--- config.mk ---
export PLATFORM = sky130hd
export DESIGN_NAME = arc4_encrypt_flat
export DESIGN_NICKNAME = d
export VERILOG_FILES = /design/src/rtl/arc4_pkg.sv /design/src/rtl/arc4_encrypt_if.sv /design/src/rtl/arc4_sinit.sv /design/src/rtl/arc4_encrypt.sv /design/src/flat_wrapper.sv
export SDC_FILE = /design/constraint.sdc
export NUM_CORES = 1
export LEC_CHECK = 0
export BUFFER_PORTS_ARGS = -buffer_cell sky130_fd_sc_hd__buf_2
export CAP_MARGIN = 30
export CORE_MARGIN = 1.5
export CORE_UTILIZATION = 45
export CTS_BUF_LIST = sky130_fd_sc_hd__clkbuf_4
export DETAILED_ROUTE_END_ITERATION = 6
export GPL_TIMING_DRIVEN = 0
export PLACE_DENSITY_LB_ADDON = 0.15
export SLEW_MARGIN = 40
export SYNTH_ARGS = -nofsm -noshare
export SYNTH_HDL_FRONTEND = slang
export SYNTH_SLANG_ARGS = --single-unit
--- constraint.sdc ---
create_clock -name clk -period 6 [get_ports clk]
set_input_delay 0.3 -clock clk [delete_from_list [all_inputs] [get_ports clk]]
set_output_delay 0.3 -clock clk [all_outputs]
set_load 0.005 [all_outputs]
--- src/rtl/arc4_pkg.sv ---
// Shared types, constants and helpers for the ARC4 encryptor.
package arc4_pkg;

    localparam int KEY_W     = 24;
    localparam int MSG_MAX   = 255;
    localparam int KEY_BYTES = 3;

    typedef enum logic [4:0] {
        IDLE,
        INIT,
        KSA_RDI,
        KSA_SUM,
        KSA_RDJ,
        KSA_WRI,
        KSA_WRJ,
        LEN,
        LEN_WR,
        PRGA_RDI,
        PRGA_SUM,
        PRGA_RDJ,
        PRGA_WRI,
        PRGA_WRJ,
        PRGA_RDP,
        PRGA_WRC,
        DONE
    } state_t;

    // Key byte 0 is the most significant byte of the key word.
    function automatic logic [7:0] keybyte(input logic [KEY_W-1:0] key, input logic [1:0] idx);
        case (idx)
            2'd0:    keybyte = key[23:16];
            2'd1:    keybyte = key[15:8];
            default: keybyte = key[7:0];
        endcase
    endfunction

endpackage

--- src/rtl/arc4_encrypt_if.sv ---
// Handshake and memory-port bundle of the ARC4 encryptor.
interface arc4_encrypt_if;
    import arc4_pkg::*;

    logic             en;
    logic             rdy;
    logic [KEY_W-1:0] key;
    logic [7:0]       s_addr;
    logic [7:0]       s_rddata;
    logic [7:0]       s_wrdata;
    logic             s_wren;
    logic [7:0]       pt_addr;
    logic [7:0]       pt_rddata;
    logic [7:0]       ct_addr;
    logic [7:0]       ct_wrdata;
    logic             ct_wren;

    // master: the encryptor, which owns all memory addresses and write strobes
    modport master (
        input  en, key, s_rddata, pt_rddata,
        output rdy, s_addr, s_wrdata, s_wren, pt_addr, ct_addr, ct_wrdata, ct_wren
    );

    // slave: the surrounding memories and the requester
    modport slave (
        output en, key, s_rddata, pt_rddata,
        input  rdy, s_addr, s_wrdata, s_wren, pt_addr, ct_addr, ct_wrdata, ct_wren
    );

endinterface

--- src/rtl/arc4_sinit.sv ---
// Identity fill of the S-box: writes S[i]=i for i=0..255, one write per cycle.
module arc4_sinit (
    input  logic       clk,
    input  logic       rst,
    input  logic       en,
    output logic       rdy,
    output logic [7:0] addr,
    output logic [7:0] wrdata,
    output logic       wren
);
    logic       busy;
    logic [7:0] cnt;

    // Fill counter: starts on en while idle, stops after the write at 255 wraps it to 0
    always_ff @(posedge clk or posedge rst) begin
        if (rst) begin
            busy <= 1'b0;
            cnt  <= 8'h00;
        end else if (!busy && en) begin
            busy <= 1'b1;
            cnt  <= 8'h00;
        end else if (busy) begin
            cnt <= cnt + 8'h01;
            if (cnt == 8'hFF) busy <= 1'b0;
        end
    end

    assign rdy    = !busy;
    assign wren   = busy;
    assign addr   = cnt;
    assign wrdata = cnt;

endmodule

--- src/rtl/arc4_encrypt.sv ---
// ARC4 encryptor: identity fill, key schedule, then keystream XOR of a
// length-prefixed plaintext into a length-prefixed ciphertext image.
module arc4_encrypt
    import arc4_pkg::*;
(
    input  logic           clk,
    input  logic           rst,
    arc4_encrypt_if.master bus
);
    state_t           state, state_nxt;
    logic [KEY_W-1:0] key_q;
    logic [7:0]       i, j, k, len, si, sj;
    logic [1:0]       kidx;
    logic             sinit_en, sinit_rdy, sinit_wren;
    logic [7:0]       sinit_addr, sinit_wrdata;

    assign sinit_en = (state == IDLE) && bus.en;

    arc4_sinit u_sinit (
        .clk    (clk),
        .rst    (rst),
        .en     (sinit_en),
        .rdy    (sinit_rdy),
        .addr   (sinit_addr),
        .wrdata (sinit_wrdata),
        .wren   (sinit_wren)
    );

    // State register; reset aborts any operation immediately
    always_ff @(posedge clk or posedge rst) begin
        if (rst) state <= IDLE;
        else     state <= state_nxt;
    end

    // Next state and memory port drive; every read's data is consumed in the following state
    always_comb begin
        state_nxt     = state;
        bus.rdy       = 1'b0;
        bus.s_addr    = 8'h00;
        bus.s_wrdata  = 8'h00;
        bus.s_wren    = 1'b0;
        bus.pt_addr   = 8'h00;
        bus.ct_addr   = 8'h00;
        bus.ct_wrdata = 8'h00;
        bus.ct_wren   = 1'b0;
        case (state)
            IDLE: begin
                bus.rdy = 1'b1;
                if (bus.en) state_nxt = INIT;
            end
            INIT: begin
                bus.s_addr   = sinit_addr;
                bus.s_wrdata = sinit_wrdata;
                bus.s_wren   = sinit_wren;
                if (sinit_rdy) state_nxt = KSA_RDI;
            end
            KSA_RDI: begin
                bus.s_addr = i;
                state_nxt  = KSA_SUM;
            end
            KSA_SUM: state_nxt = KSA_RDJ;
            KSA_RDJ: begin
                bus.s_addr = j;
                state_nxt  = KSA_WRI;
            end
            KSA_WRI: begin
                bus.s_addr   = i;
                bus.s_wrdata = bus.s_rddata;
                bus.s_wren   = 1'b1;
                state_nxt    = KSA_WRJ;
            end
            KSA_WRJ: begin
                bus.s_addr   = j;
                bus.s_wrdata = si;
                bus.s_wren   = 1'b1;
                state_nxt    = (i == 8'hFF) ? LEN : KSA_RDI;
            end
            LEN: begin
                bus.pt_addr = 8'h00;
                state_nxt   = LEN_WR;
            end
            LEN_WR: begin
                bus.ct_addr   = 8'h00;
                bus.ct_wrdata = bus.pt_rddata;
                bus.ct_wren   = 1'b1;
                state_nxt     = (bus.pt_rddata == 8'h00) ? DONE : PRGA_RDI;
            end
            PRGA_RDI: begin
                bus.s_addr = i;
                state_nxt  = PRGA_SUM;
            end
            PRGA_SUM: state_nxt = PRGA_RDJ;
            PRGA_RDJ: begin
                bus.s_addr = j;
                state_nxt  = PRGA_WRI;
            end
            PRGA_WRI: begin
                bus.s_addr   = i;
                bus.s_wrdata = bus.s_rddata;
                bus.s_wren   = 1'b1;
                state_nxt    = PRGA_WRJ;
            end
            PRGA_WRJ: begin
                bus.s_addr   = j;
                bus.s_wrdata = si;
                bus.s_wren   = 1'b1;
                state_nxt    = PRGA_RDP;
            end
            PRGA_RDP: begin
                // post-swap S[i]+S[j] equals the pre-swap sum, so no re-read is needed
                bus.s_addr  = si + sj;
                bus.pt_addr = k;
                state_nxt   = PRGA_WRC;
            end
            PRGA_WRC: begin
                bus.ct_addr   = k;
                bus.ct_wrdata = bus.pt_rddata ^ bus.s_rddata;
                bus.ct_wren   = 1'b1;
                state_nxt     = (k == len) ? DONE : PRGA_RDI;
            end
            DONE:    state_nxt = IDLE;
            default: state_nxt = IDLE;
        endcase
    end

    // Datapath registers: indices, swap holding values, key and message length
    always_ff @(posedge clk or posedge rst) begin
        if (rst) begin
            key_q <= '0;
            i     <= 8'h00;
            j     <= 8'h00;
            k     <= 8'h00;
            len   <= 8'h00;
            si    <= 8'h00;
            sj    <= 8'h00;
            kidx  <= 2'd0;
        end else begin
            case (state)
                IDLE: if (bus.en) begin
                    key_q <= bus.key;
                    i     <= 8'h00;
                    j     <= 8'h00;
                    kidx  <= 2'd0;
                end
                KSA_SUM: begin
                    si <= bus.s_rddata;
                    j  <= j + bus.s_rddata + keybyte(key_q, kidx);
                end
                KSA_WRJ: begin
                    i    <= i + 8'h01;
                    kidx <= (kidx == 2'(KEY_BYTES - 1)) ? 2'd0 : kidx + 2'd1;
                end
                LEN_WR: begin
                    len <= bus.pt_rddata;
                    i   <= 8'h01;
                    j   <= 8'h00;
                    k   <= 8'h01;
                end
                PRGA_SUM: begin
                    si <= bus.s_rddata;
                    j  <= j + bus.s_rddata;
                end
                PRGA_WRI: sj <= bus.s_rddata;
                PRGA_WRC: begin
                    k <= k + 8'h01;
                    i <= i + 8'h01;
                end
                default: ;
            endcase
        end
    end

endmodule

--- src/flat_wrapper.sv ---
// flat-port wrapper written by rule: the top's interface ports become plain ports
module arc4_encrypt_flat import arc4_pkg::*;
  (clk, rst, bus_en, bus_key, bus_s_rddata, bus_pt_rddata, bus_rdy, bus_s_addr, bus_s_wrdata, bus_s_wren, bus_pt_addr, bus_ct_addr, bus_ct_wrdata, bus_ct_wren);
  arc4_encrypt_if bus_i ();
  input  logic clk;
  input  logic rst;
  input wire logic [$bits(bus_i.en)-1:0] bus_en;
  input wire logic [$bits(bus_i.key)-1:0] bus_key;
  input wire logic [$bits(bus_i.s_rddata)-1:0] bus_s_rddata;
  input wire logic [$bits(bus_i.pt_rddata)-1:0] bus_pt_rddata;
  output wire logic [$bits(bus_i.rdy)-1:0] bus_rdy;
  output wire logic [$bits(bus_i.s_addr)-1:0] bus_s_addr;
  output wire logic [$bits(bus_i.s_wrdata)-1:0] bus_s_wrdata;
  output wire logic [$bits(bus_i.s_wren)-1:0] bus_s_wren;
  output wire logic [$bits(bus_i.pt_addr)-1:0] bus_pt_addr;
  output wire logic [$bits(bus_i.ct_addr)-1:0] bus_ct_addr;
  output wire logic [$bits(bus_i.ct_wrdata)-1:0] bus_ct_wrdata;
  output wire logic [$bits(bus_i.ct_wren)-1:0] bus_ct_wren;
  assign bus_i.en = bus_en;
  assign bus_i.key = bus_key;
  assign bus_i.s_rddata = bus_s_rddata;
  assign bus_i.pt_rddata = bus_pt_rddata;
  assign bus_rdy = bus_i.rdy;
  assign bus_s_addr = bus_i.s_addr;
  assign bus_s_wrdata = bus_i.s_wrdata;
  assign bus_s_wren = bus_i.s_wren;
  assign bus_pt_addr = bus_i.pt_addr;
  assign bus_ct_addr = bus_i.ct_addr;
  assign bus_ct_wrdata = bus_i.ct_wrdata;
  assign bus_ct_wren = bus_i.ct_wren;
  arc4_encrypt u_core (.clk(clk), .rst(rst), .bus(bus_i));
endmodule
==> flow_summary_export.csv <==
group,metric,value,unit
global_routing,antenna_found_initial,1,
detailed_routing,drt_wl_total,15.0,mm
timing,fin_skew,0.0256,ns
final_layout,nFillCells,1147,
timing,relSlewSlack,53.8,%
timing,fin_crit_sh,49.0,%
critical_path,cp_num_buf_inv,1,
detailed_routing,drtIter0Drc,400,
final_layout,synthToLayoutAreaGrowth,14.8,%
timing,setup-tns-final,0,ns
detailed_routing,drc_errors,0,
global_routing,grt_pass1_vias,4780,
critical_path,start_kind,"flop",
critical_path,setup.worst_path.end_class,"flop",
synth,synthesis.area,0.00570,mm²
timing,setup_viol,0,
detailed_routing,route.antenna.remaining_nets,0,
job,max-cap-violations,0,
synth,yosys.area.top_type,"dfrtp_1",
critical_path,crit_path_frequent_cell,"mux2i_1",
clocking,cts-root-buf,"clkbuf_4",
timing,rsz0062_at_grt,"no",
timing,maxSlewViolCount,0,
detailed_routing,post_drt_wl_per_cell,17.2,µm
global_routing,overflow,0,
detailed_routing,num_vias,5001,
global_routing,grt_max_degree,59,
critical_path,critPathMaxStageDelay,0.53,ns
clocking,cts_made_buffers,9,
floorplanning,num_rows,40,
critical_path,arrival,3.34,ns
synth,postSynthCellCount,600,
critical_path,slowest_stage,"clkbuf_1",
status,status,"completed",
placement,port_buffers,85,
global_routing,grt.total_usage,23.5,%
synth,synth-seq-area-share,38.6,%
power,vdd_drop_max,0.000265,V
clocking,insertion_delay,0.48,ns
global_routing,grt_pass1_wl,24.0,mm
timing,hold_viol_final,0,
synth,async_reset_ff_share,100,%
clocking,cts_tree,"built",
final_layout,nNetsFinal,768,
floorplanning,fp.coreArea,0.0122,mm²
power,power.density,539,mW/mm²
critical_path,cp.required,6.40,ns
synth,synth-edff-count,0,
synth,synth_top_area_share,38.6,%
clocking,htreeDepth,3,
synth,avgSynthCellArea,9.50,µm²
clocking,postCtsSetupBuffers,0,
power,p_leak,3.13,nW
synth,synth.most_common_cell,"dfrtp_1",
floorplanning,start_util,46.9,%
final_layout,multi_input_area,0.00326,mm²
critical_path,cp_top_family,"compound AO/OA/AOI/OAI gates",
detailed_routing,vias_per_cell,5.74,
synth,ys_top_cells_by_count,"88 x dfrtp_1, 83 x nand2_1, 61 x o21ai_0, 38 x mux2_2, 25 x nor2_1",
synth,synth-seq-cells,88,
final_layout,seq_area,0.00220,mm²
floorplanning,die_x,116,µm
critical_path,cp_cell_sequence,"clkbuf_1, mux2i_1, o21ai_0, ha_1, a211oi_1, o21bai_1, o41a_1, mux2i_1, a22oi_1",
floorplanning,fp.dieH,116,µm
placement,gp_congestion,0.935,
critical_path,crit_fanout,10,
floorplanning,ioPinCount,86,
floorplanning,die_area,0.0134,mm²
timing,worst_pin_slew,0.690,ns
placement,dpl.hpwl,11.3,mm
synth,yosysWarnings,0,
power,total_power,3.53,mW
worst_hold_path,hold_path.class,"primary input to flop",
synth,yosys.cell_types.count,69,
detailed_routing,dr.pass1.iters,7,
clocking,cts.clk_slew.worst_paths,0.15,ns
critical_path,rrSetupSlack,3.06,ns
synth,synth_ff_type,"dfrtp_1",
clocking,clkSinkCount,88,
timing,fin_crit,2.94,ns
synth,synth_fp_nets,670,
critical_path,crit_type,"flop to flop",
synth,synthTopCellsByArea,"dfrtp_1 39%, mux2_2 7.5%, nand2_1 5.5%",
clocking,clk_path_buf_depth,2,
timing,timing.fmax,0.340,GHz
final_layout,final_layout_size_suffix_gt1_share,24.9,%
==> state kept, by name, indices dropped and copies added, names as in the netlist <==
name,count
u_core.key_q,24
u_core.i,8
u_core.j,8
u_core.k,8
u_core.len,8
u_core.si,8
u_core.sj,8
u_core.u_sinit.addr,8
u_core.state,5
u_core.kidx,2
u_core.u_sinit.wren,1
==> area by class of cell <==
type	instances	share of cell area [%]
Sequential cell	88	33.6
Antenna cell	1	0.0382
Multi-Input combinational cell	459	49.8
Timing Repair Buffer	87	7.07
Inverter	23	1.40
Clock inverter	7	1.47
Buffer	30	2.35
Clock buffer	9	1.03
Tap cell	168	3.21
==> worst register-to-register path: cells and delay by family, from the launching register on <==
family / cells / cell delay (ns)
AOI/OAI and AO/OA: 5 / 1.20
buffers and inverters: 1 / 0.53
DFF: 1 / 0.39
muxes: 2 / 0.42
adders and majority gates: 1 / 0.35
==> logic make-up after synthesis <==
logic type      count (synthesis)  synth area share [%]
simple gates                  191                  17.1
compound gates                159                  19.1
flops                          88                  38.6
mux                            54                  10.3
buf+inv                        53                  4.21
xor+xnor                       28                  4.30
fa+ha+maj                      27                  6.32
==> through the flow <==
step	cell area, µm²	cells	utilization [%]	hold slack [ns]	setup WS, ns
after global placement	6340	853	52.1	0.484	2.33
after global routing	6550	872	53.8	0.0168	2.84
after detailed placement	6370	854	52.4	0.300	3.03
after floorplan	5700	600	-	0.405	3.42
after CTS	6540	871	53.8	0.00826	3.06
final	6550	872	53.8	0.0351	3.06
==> cell usage in the layout, fill, tap and decap left out, types with 13 or more instances in the layout <==
| cell type | synthesis | layout |
|---|---|---|
| clkbuf_1 | 13 | 13 |
| o21ai_0 | 61 | 61 |
| nor2_1 | 25 | 25 |
| nand3_1 | 13 | 13 |
| a222oi_1 | 15 | 15 |
| buf_2 | 8 | 93 |
| inv_1 | 23 | 22 |
| mux2_2 | 38 | 38 |
| ha_1 | 24 | 24 |
| dfrtp_1 | 88 | 88 |
| nand2_1 | 83 | 83 |
| a21oi_1 | 20 | 20 |
| mux2i_1 | 15 | 15 |
| xnor2_1 | 18 | 18 |
| and3_1 | 16 | 16 |
==> final timing paths <==
path,startpoint,cells past startpoint,endpoint
min in group asynchronous,rst,3,u_core.i[7]$_DFFE_PP0P_
min reg2reg,u_core.len[7]$_DFFE_PP0N_,2,u_core.len[7]$_DFFE_PP0N_
min,bus_key[17],2,u_core.key_q[17]$_DFFE_PP0P_
max in group asynchronous,rst,4,u_core.k[6]$_DFFE_PP0P_
max reg2reg,u_core.kidx[0]$_DFFE_PP0P_,9,u_core.j[7]$_DFFE_PP0P_
max,u_core.kidx[0]$_DFFE_PP0P_,9,u_core.j[7]$_DFFE_PP0P_
==> metal layers <==
layer	global-route usage, %	vias to the layer above	wire (µm)
li1	-	2381	-
met1	31.9	2413	6690
met2	36.4	177	6740
met3	3.24	30	1020
met4	12.8	0	501
met5	0	-	0
==> timing repair <==
item                                    CTS  global route
endpoints found under the hold margin    30             0
hold buffers                              1             0
resized for setup                         0             0
endpoints found under the setup margin    0             0
==> where the power goes <==
part | internal (mW) | total [mW] | switching, mW
clock network | 0.169 | 0.390 | 0.221
logic | 0.967 | 2.08 | 1.11
registers | 0.843 | 1.06 | 0.216
Power figures use the tool's default switching activity.
